==> config.mk <==
export PLATFORM = sky130hd
export DESIGN_NAME = darkbusmux
export DESIGN_NICKNAME = d
export VERILOG_FILES = /design/src/rtl/darkbus_pkg.sv /design/src/rtl/darkbusmux_dec.sv /design/src/rtl/darkbusmux.sv
export SDC_FILE = /design/constraint.sdc
export NUM_CORES = 1
export LEC_CHECK = 0
export ABC_AREA = 1
export CORE_AREA = 2 2 122 124
export CTS_CLUSTER_DIAMETER = 100
export DETAILED_ROUTE_END_ITERATION = 7
export DIE_AREA = 0 0 124 126
export GPL_TIMING_DRIVEN = 0
export PLACE_DENSITY = 0.92
export SYNTH_ARGS = -nofsm -noshare
export SYNTH_HDL_FRONTEND = slang
export SYNTH_SLANG_ARGS = --single-unit
==> constraint.sdc <==
create_clock -name XCLK -period 2.1 [get_ports XCLK]
set_input_delay 0.42 -clock XCLK [delete_from_list [all_inputs] [get_ports XCLK]]
set_output_delay 0.42 -clock XCLK [all_outputs]
set_load 0.005 [all_outputs]
==> src/rtl/darkbus_pkg.sv <==
// Shared types and defaults for the darkbusmux address-decoding bus multiplexer.
package darkbus_pkg;

    typedef enum logic [1:0] {
        ST_IDLE  = 2'd0,
        ST_ISSUE = 2'd1,
        ST_WAIT  = 2'd2,
        ST_RESP  = 2'd3
    } state_t;

    localparam logic [127:0] DEF_BASE = {32'h4000_0000, 32'h2000_0000, 32'h1000_0000, 32'h0000_0000};
    localparam logic [127:0] DEF_SIZE = {32'hC000_0000, 32'h2000_0000, 32'h1000_0000, 32'h1000_0000};

    localparam int TMO_CW = 16;

endpackage

==> src/rtl/darkbusmux_dec.sv <==
// Combinational region decoder: per-channel hit vector, lowest-index priority select, miss flag.
module darkbusmux_dec #(
    parameter int                   NTGT = 4,
    parameter int                   AW   = 32,
    parameter logic [NTGT*AW-1:0]   BASE = darkbus_pkg::DEF_BASE,
    parameter logic [NTGT*AW-1:0]   SIZE = darkbus_pkg::DEF_SIZE,
    parameter int                   SELW = (NTGT > 1) ? $clog2(NTGT) : 1
) (
    input  logic [AW-1:0]   i_addr,
    output logic [NTGT-1:0] o_hit,
    output logic [SELW-1:0] o_idx,
    output logic            o_miss
);

    always_comb begin
        logic [AW:0] w_lo;
        logic [AW:0] w_hi;
        o_hit = '0;
        w_lo  = '0;
        w_hi  = '0;
        // One extra bit keeps the end of a region that touches the top of memory from wrapping to zero.
        for (int i = 0; i < NTGT; i++) begin
            w_lo     = {1'b0, BASE[i*AW +: AW]};
            w_hi     = w_lo + {1'b0, SIZE[i*AW +: AW]};
            o_hit[i] = ({1'b0, i_addr} >= w_lo) && ({1'b0, i_addr} < w_hi);
        end
        o_idx = '0;
        for (int i = NTGT - 1; i >= 0; i--) begin
            if (o_hit[i]) o_idx = SELW'(i);
        end
        o_miss = ~|o_hit;
    end

endmodule

==> src/rtl/darkbusmux.sv <==
// Single-master to NTGT-target bus multiplexer with registered target side.
// Optional watchdog on the target wait state: define DARKBUSMUX_TIMEOUT_EN.
module darkbusmux
    import darkbus_pkg::*;
#(
    parameter int                   NTGT = 4,
    parameter int                   AW   = 32,
    parameter int                   DW   = 32,
    parameter logic [NTGT*AW-1:0]   BASE = DEF_BASE,
    parameter logic [NTGT*AW-1:0]   SIZE = DEF_SIZE,
    parameter int                   TMO  = 255
) (
    input  logic                XCLK,
    input  logic                XRES,
    input  logic                core_en,
    input  logic                core_rw,
    input  logic [DW/8-1:0]     core_be,
    input  logic [AW-1:0]       core_addr,
    input  logic [DW-1:0]       core_wdata,
    output logic [DW-1:0]       core_rdata,
    output logic                core_valid,
    output logic                core_err,
    output logic [NTGT-1:0]     tgt_en,
    output logic                tgt_rw,
    output logic [DW/8-1:0]     tgt_be,
    output logic [AW-1:0]       tgt_addr,
    output logic [DW-1:0]       tgt_wdata,
    input  logic [NTGT*DW-1:0]  tgt_rdata,
    input  logic [NTGT-1:0]     tgt_valid
);

    localparam int SELW = (NTGT > 1) ? $clog2(NTGT) : 1;

    logic [NTGT-1:0] w_hit;
    logic [NTGT-1:0] w_onehot;
    logic [SELW-1:0] w_sel;
    logic            w_miss;
    logic [AW-1:0]   w_base;

    state_t          r_state;
    logic [SELW-1:0] r_sel;
    logic            r_rw;
    logic [DW/8-1:0] r_be;
    logic [AW-1:0]   r_addr;
    logic [DW-1:0]   r_wdata;
    logic [NTGT-1:0] r_en;
    logic            r_valid;
    logic            r_err;
    logic [DW-1:0]   r_rdata;
`ifdef DARKBUSMUX_TIMEOUT_EN
    logic [TMO_CW-1:0] r_tmo;
`endif

    darkbusmux_dec #(
        .NTGT (NTGT),
        .AW   (AW),
        .BASE (BASE),
        .SIZE (SIZE),
        .SELW (SELW)
    ) u_dec (
        .i_addr (core_addr),
        .o_hit  (w_hit),
        .o_idx  (w_sel),
        .o_miss (w_miss)
    );

    // Isolate the lowest set hit bit so the strobe agrees with the priority index.
    assign w_onehot = w_hit & (~w_hit + NTGT'(1));
    assign w_base   = BASE[w_sel*AW +: AW];

    always_ff @(posedge XCLK or negedge XRES) begin
        if (!XRES) begin
            r_state <= ST_IDLE;
            r_sel   <= '0;
            r_rw    <= 1'b0;
            r_be    <= '0;
            r_addr  <= '0;
            r_wdata <= '0;
            r_en    <= '0;
            r_valid <= 1'b0;
            r_err   <= 1'b0;
            r_rdata <= '0;
`ifdef DARKBUSMUX_TIMEOUT_EN
            r_tmo   <= '0;
`endif
        end else begin
            case (r_state)
                ST_IDLE: begin
                    if (core_en) begin
                        r_rw    <= core_rw;
                        r_be    <= core_be;
                        r_wdata <= core_wdata;
                        r_sel   <= w_sel;
                        if (w_miss) begin
                            r_valid <= 1'b1;
                            r_err   <= 1'b1;
                            r_rdata <= '0;
                            r_state <= ST_RESP;
                        end else begin
                            r_addr  <= core_addr - w_base;
                            r_en    <= w_onehot;
                            r_state <= ST_ISSUE;
                        end
                    end
                end
                ST_ISSUE, ST_WAIT: begin
                    r_en <= '0;
                    if (tgt_valid[r_sel]) begin
                        r_valid <= 1'b1;
                        r_err   <= 1'b0;
                        r_rdata <= r_rw ? '0 : tgt_rdata[r_sel*DW +: DW];
                        r_state <= ST_RESP;
                    end
`ifdef DARKBUSMUX_TIMEOUT_EN
                    else if (r_state == ST_ISSUE) begin
                        r_tmo   <= '0;
                        r_state <= ST_WAIT;
                    end else if (r_tmo == TMO_CW'(TMO - 1)) begin
                        r_valid <= 1'b1;
                        r_err   <= 1'b1;
                        r_rdata <= '0;
                        r_state <= ST_RESP;
                    end else begin
                        r_tmo <= r_tmo + TMO_CW'(1);
                    end
`else
                    else begin
                        r_state <= ST_WAIT;
                    end
`endif
                end
                ST_RESP: begin
                    r_valid <= 1'b0;
                    r_err   <= 1'b0;
                    r_rdata <= '0;
                    r_state <= ST_IDLE;
                end
                default: r_state <= ST_IDLE;
            endcase
        end
    end

    assign core_rdata = r_rdata;
    assign core_valid = r_valid;
    assign core_err   = r_err;
    assign tgt_en     = r_en;
    assign tgt_rw     = r_rw;
    assign tgt_be     = r_be;
    assign tgt_addr   = r_addr;
    assign tgt_wdata  = r_wdata;

endmodule
# Yosys cells after proc, flatten, opt, wreduce, memory -nomap -nowiden
# Index checks and enable logic that the tools add are counted.
dict set report word_totals {
  wordCells 64
  ff_bits 111
  romBits 0
  input_bits 204
  out_inout_bits 107
  latchBits 0
  n_memories 0
  ramBits 0
}
dict set report op_classes {
  bitwise 2
  n_shift 2
  mux 24
  eq_ne 7
  magnitude_cmp 7
  reduce_logical 10
  n_div 0
  add_sub_neg 2
  multipliers 0
}
# op count
set ops {}
lappend ops {{32-bit two-way mux} 4}
lappend ops {{128-bit by 8-bit variable part select with 32-bit output} 1}
lappend ops {{128-bit by 8-bit variable part select with 32-bit output (first input constant)} 1}
lappend ops {{32-bit one-hot mux with 3 select lines} 1}
lappend ops {{32-bit by 29-bit >= comparator with 1-bit output (second input constant)} 1}
lappend ops {{32-bit by 30-bit >= comparator with 1-bit output (second input constant)} 1}
lappend ops {{32-bit by 31-bit >= comparator with 1-bit output (second input constant)} 1}
lappend ops {{32-bit by 29-bit less-than comparator with 1-bit output (second input constant)} 1}
lappend ops {{32-bit by 30-bit less-than comparator with 1-bit output (second input constant)} 1}
lappend ops {{32-bit by 31-bit less-than comparator with 1-bit output (second input constant)} 1}
lappend ops {{32-bit subtractor} 1}
lappend ops {{2-bit two-way mux} 6}
lappend ops {{3-bit AND reduction} 3}
lappend ops {{4-bit two-way mux} 2}
lappend ops {{4-bit one-hot mux with 2 select lines} 1}
lappend ops {{1-bit two-way mux} 6}
lappend ops {{2-bit != test (second input constant)} 3}
lappend ops {{1-bit one-hot mux with 3 select lines} 2}
lappend ops {{2-bit one-hot mux with 3 select lines} 1}
lappend ops {{4-bit by 1-bit adder with 4-bit output (second input constant)} 1}
lappend ops {{4-bit bitwise AND} 1}
lappend ops {{2-bit == test (second input constant)} 2}
lappend ops {{4-bit NOT} 1}
lappend ops {{4-bit OR reduction} 1}
lappend ops {{9 further kinds} 10}

# Logic depth before layout (Yosys ltp)
dict set report logic_depth {
  depth_word 8
  depth_mapped 11
  mapped_depth_nobuf 11
}

# Modules after synthesis
# A second synthesis with hierarchy kept.
dict set report unflattened {
  hier_cells 775
  hier_area_um2 5592.9
}
# module cells_each seq_area_each_um2 n_inst area_each_um2
set modules_own_cells {}
lappend modules_own_cells {darkbusmux 760 2777.7 1 5515.3}
lappend modules_own_cells {darkbusmux_dec 15 0.0 1 77.6}

# Worst setup path before layout
# OpenSTA, ideal clock, no wires.
dict set report synth_timing {
  kind {input-to-reg}
  from {input port core_addr[31]}
  to {register r_addr[30], in the netlist tgt_addr[30]}
  path_stages 8
  t_arrival_ns 1.570
  setup_ns 0.083
  setup_slack_ns 0.447
  path_cell_list {nor2_1 -> nand2_1 -> ha_1 -> o21ai_0 -> nand2_1 -> nand2_1 -> nand2_1 -> o21ai_0}
}
dict set report synth_between {
  elab_chain_cells 7
}
# item line_no
set synth_lines {}
lappend synth_lines {{from (decl)} darkbusmux.sv:18} ;# input logic [AW-1:0] core_addr,
lappend synth_lines {{32-bit by 31-bit >= comparator with 1-bit output (tied with other cells)} darkbusmux_dec.sv:25} ;# o_hit[i] = ({1'b0, i_addr} >= w_lo) && ({1'b0, i_addr} < w_hi);
lappend synth_lines {{2-bit two-way mux / 1-bit logical AND (equally long branches)} {darkbusmux_dec.sv:29, darkbusmux_dec.sv:25}}
lappend synth_lines {{2-bit two-way mux (3 in a row)} darkbusmux_dec.sv:29} ;# if (o_hit[i]) o_idx = SELW'(i);
lappend synth_lines {{128-bit by 8-bit variable part select with 32-bit output} darkbusmux.sv:69} ;# assign w_base = BASE[w_sel*AW +: AW];
lappend synth_lines {{32-bit subtractor} darkbusmux.sv:100} ;# r_addr <= core_addr - w_base;
lappend synth_lines {{to (signal assigned)} darkbusmux.sv:100}
lappend synth_lines {{to (decl)} darkbusmux.sv:44} ;# logic [AW-1:0] r_addr;
# Several ways; a longest one is shown, not always the timed one.
# A chain may end at the register's enable or synchronous reset.

# Worst setup path in the final report
# Ends and elaborated chain as after synthesis.

==> out/summary.txt <==
Antenna Nets Post-Route: 0
die area: 15,620 um2
Clock Latency Late Sink: 0.35 ns
Post-Route WL: 19,890 um
Setup TNS: 0 ns
largest stage delay on the critical path: 0.48 ns
I/O Buffers: 310
fmax: 517.9 MHz
sequential share of the synthesized area: 48.67%
Warnings, synthesis: 0
Leak: 4.603 nW
final hold violation count: 0
Multi-input gate area: 2575 um2
Worst-path clk slew: 0.07 ns
TritonCTS Sinks: 111
outcome: complete, no violations
largest net degree at the start of global routing: 71
row count: 44
Slowest cell on crit path: clkdlybuf4s50_1
Max Cap Violations: 0
Clock Tree Root: clkbuf_16
routed vias/inst: 4.901
# nets final: 1,335
Total GRT Usage: 25.39%
placed insts: 1,298
core area: 14,310 um2
fin cells: 1,314
Iter 0 DRT Violations: 316
first-pass GRT wire length: 30,820 um
post-synthesis cell count: 803
delay-heaviest family, CP: simple AND/OR/NAND/NOR gates
most used cell, CP: nand2_1
endpoints failing setup: 0
fin crit period: 1.931 ns
ANT cells: 0
Slew headroom: 61.71%
Crit path required time: 2.36 ns
Clock Tree Buf Depth: 2
CP arrival: 2.19 ns
Hold Path Class: in -> async
Mean Syn Cell Area: 7.107 um2
fin crit share: 91.94%
crit end category: flop
Worst-Margin Slew: 0.5743 ns
area grow syn2layout: 64.09%
fillcell total: 1,185
first drt pass iteration count: 5
clock skew: 0.007911 ns
CTS Buf Count: 9
initial antenna violation count: 0
CTS tree: done
Post-DP HPWL: 15,580 um
fin. max-slew vios: 0
FF+latch count, synth: 111
crit path cell chain: clkdlybuf4s50_1 -> nor2_2 -> nand2_1 -> ha_1 -> o21ai_1 -> nand2_1 -> nand2_1 -> nand2_1 -> o21ai_0
number of hold buffers added after CTS: 0
number of H-tree levels: 3
Register Area: 2778 um2
wire per inst: 15.14 um
total congestion overflow: 0
Die X-Extent: 124 um
CTS-repair resized insts: 0
crit path kind: in -> reg
# IOs: 311
WP buf/inv: 1
Max VDD drop: 0.7257 mV
Distinct cells, synth: 22
Pwr Density: 1330 nW/um2
layout cells sized above 1: 5.310%
Syn Nets: 1,013
unrepaired setup endpoints after global routing: no
Vert. Die Dim: 126 um
Design Power: 0.01245 W
DRC Markers: 0
startpoint types: input port
Initial Utilization: 39.87%
Synth Cell Area: 5707 um2
vias in the first global route: 6,406
RePlAce Congestion: 0.8576
critical-path maximum fanout: 6
setup bufs post-CTS: 0
routed vias: 6,440
==> state kept, by name, indices dropped and copies added, names as in the netlist <==
signal      flops
r_sel           2
tgt_addr       32
core_err        1
tgt_rw          1
tgt_wdata      32
tgt_be          4
r_state         2
core_valid      1
tgt_en          4
core_rdata     32
==> worst reg2reg max path, cell delays in order (launching register included) <==
cell	delay (ns)
dfrtp_1	0.37
inv_1	0.08
ha_1	0.37
inv_2	0.11
nor2_4	0.20
buf_2	0.27
nand2_1	0.11
nor2_1	0.09
nand3_1	0.12
nand2_1	0.10
==> synth_stat cells <==
cell type	instances	area, um2
o31ai_1	1	7.510
nand3_1	74	370.4
ha_1	6	75.07
buf_4	11	82.58
nand2_1	452	1697
dfrtp_1	111	2778
buf_2	19	95.09
buf_6	3	33.78
clkbuf_1	11	41.29
nor3_1	1	5.000
nand2_4	2	22.52
nor2_4	1	11.26
a21oi_1	33	165.2
inv_4	1	6.260
a21oi_2	1	8.760
o22ai_1	3	18.77
buf_1	4	15.01
inv_2	3	11.26
o21ai_0	9	45.04
nor2_1	37	138.9
nand3b_1	1	7.510
inv_1	19	71.32
==> per-layer routing <==
layer,global-route usage (%),vias to the layer above,part of all wire [%]
met5,0,-,0
met4,10.84,0,3.3
met3,7.292,49,10
met2,45.90,284,50
met1,27.23,2961,37
li1,-,3146,-
==> path summary, 6_finish.rpt <==
check                                                from                          to  slack [ns]  depth (start not counted)
worst min-delay path                                 XRES  core_rdata[17]$_DFFE_PN0P_        0.05                          1
worst max-delay path                        core_addr[31]    tgt_addr[30]$_DFFE_PN0P_        0.17                          9
max in group asynchronous                            XRES       tgt_be[3]$_DFFE_PN0P_        1.32                          2
worst max register to register     r_state[0]$_DFFE_PN0P_  core_rdata[23]$_DFFE_PN0P_        0.22                          9
worst min register to register  core_rdata[1]$_DFFE_PN0P_   core_rdata[1]$_DFFE_PN0P_        0.48                          2
min in group XCLK               core_rdata[1]$_DFFE_PN0P_   core_rdata[1]$_DFFE_PN0P_        0.48                          2
==> cell usage in the layout, fill, tap and decap left out, types with 4 or more instances in the layout <==
cell type        synthesis  final
clkbuf_16                0      9
inv_1                   19     19
buf_4                   11     12
o21ai_0                  9      8
a21oi_1                 33     33
nor2_1                  37     36
buf_1                    4      4
nand3_1                 74     74
clkdlybuf4s50_1          0    309
ha_1                     6      6
buf_2                   19     19
clkbuf_1                11     11
dfrtp_1                111    111
nand2_1                452    452
==> power breakdown <==
group	internal (W)	switching (W)	total (W)
clock network	0.000845	0.000873	0.00172
registers	0.00305	0.000509	0.00356
logic	0.00333	0.00385	0.00718
==> cells by family (layout without fill, tap and decap cells) <==
kind of cell	Yosys count	in the layout	share of synthesized area, %
compound gates	47	47	4.297
flops	111	111	48.67
fa+ha+maj	6	6	1.315
buf+inv	71	398	6.249
simple gates	568	568	39.47
==> stage by stage <==
| stage | hold slack [ns] | util (%) | instance area, um2 | setup WS (ns) |
|---|---|---|---|---|
| 2_1_floorplan | 0.1244 | - | 5707 | 0.4473 |
| 3_5_place_dp | 0.4485 | 63.33 | 9065 | -0.3273 |
| 5_1_grt | 0.09221 | 65.42 | 9364 | 0.02052 |
| 4_1_cts | 0.06333 | 65.40 | 9361 | 0.003729 |
| 6_report | 0.05432 | 65.42 | 9364 | 0.1692 |
| 3_3_place_gp | 0.4535 | 63.16 | 9040 | -3.622 |
==> layout make-up <==
cell class	count	area share (%)
multi-input cells	621	27.50
clock inverters	7	0.7616
well taps	184	2.459
repair buffers	311	33.40
flip-flops and latches	111	29.66
plain buffers	48	2.859
clock buffers	9	2.405
inverters	23	0.9487
Power figures use the tool's default switching activity.
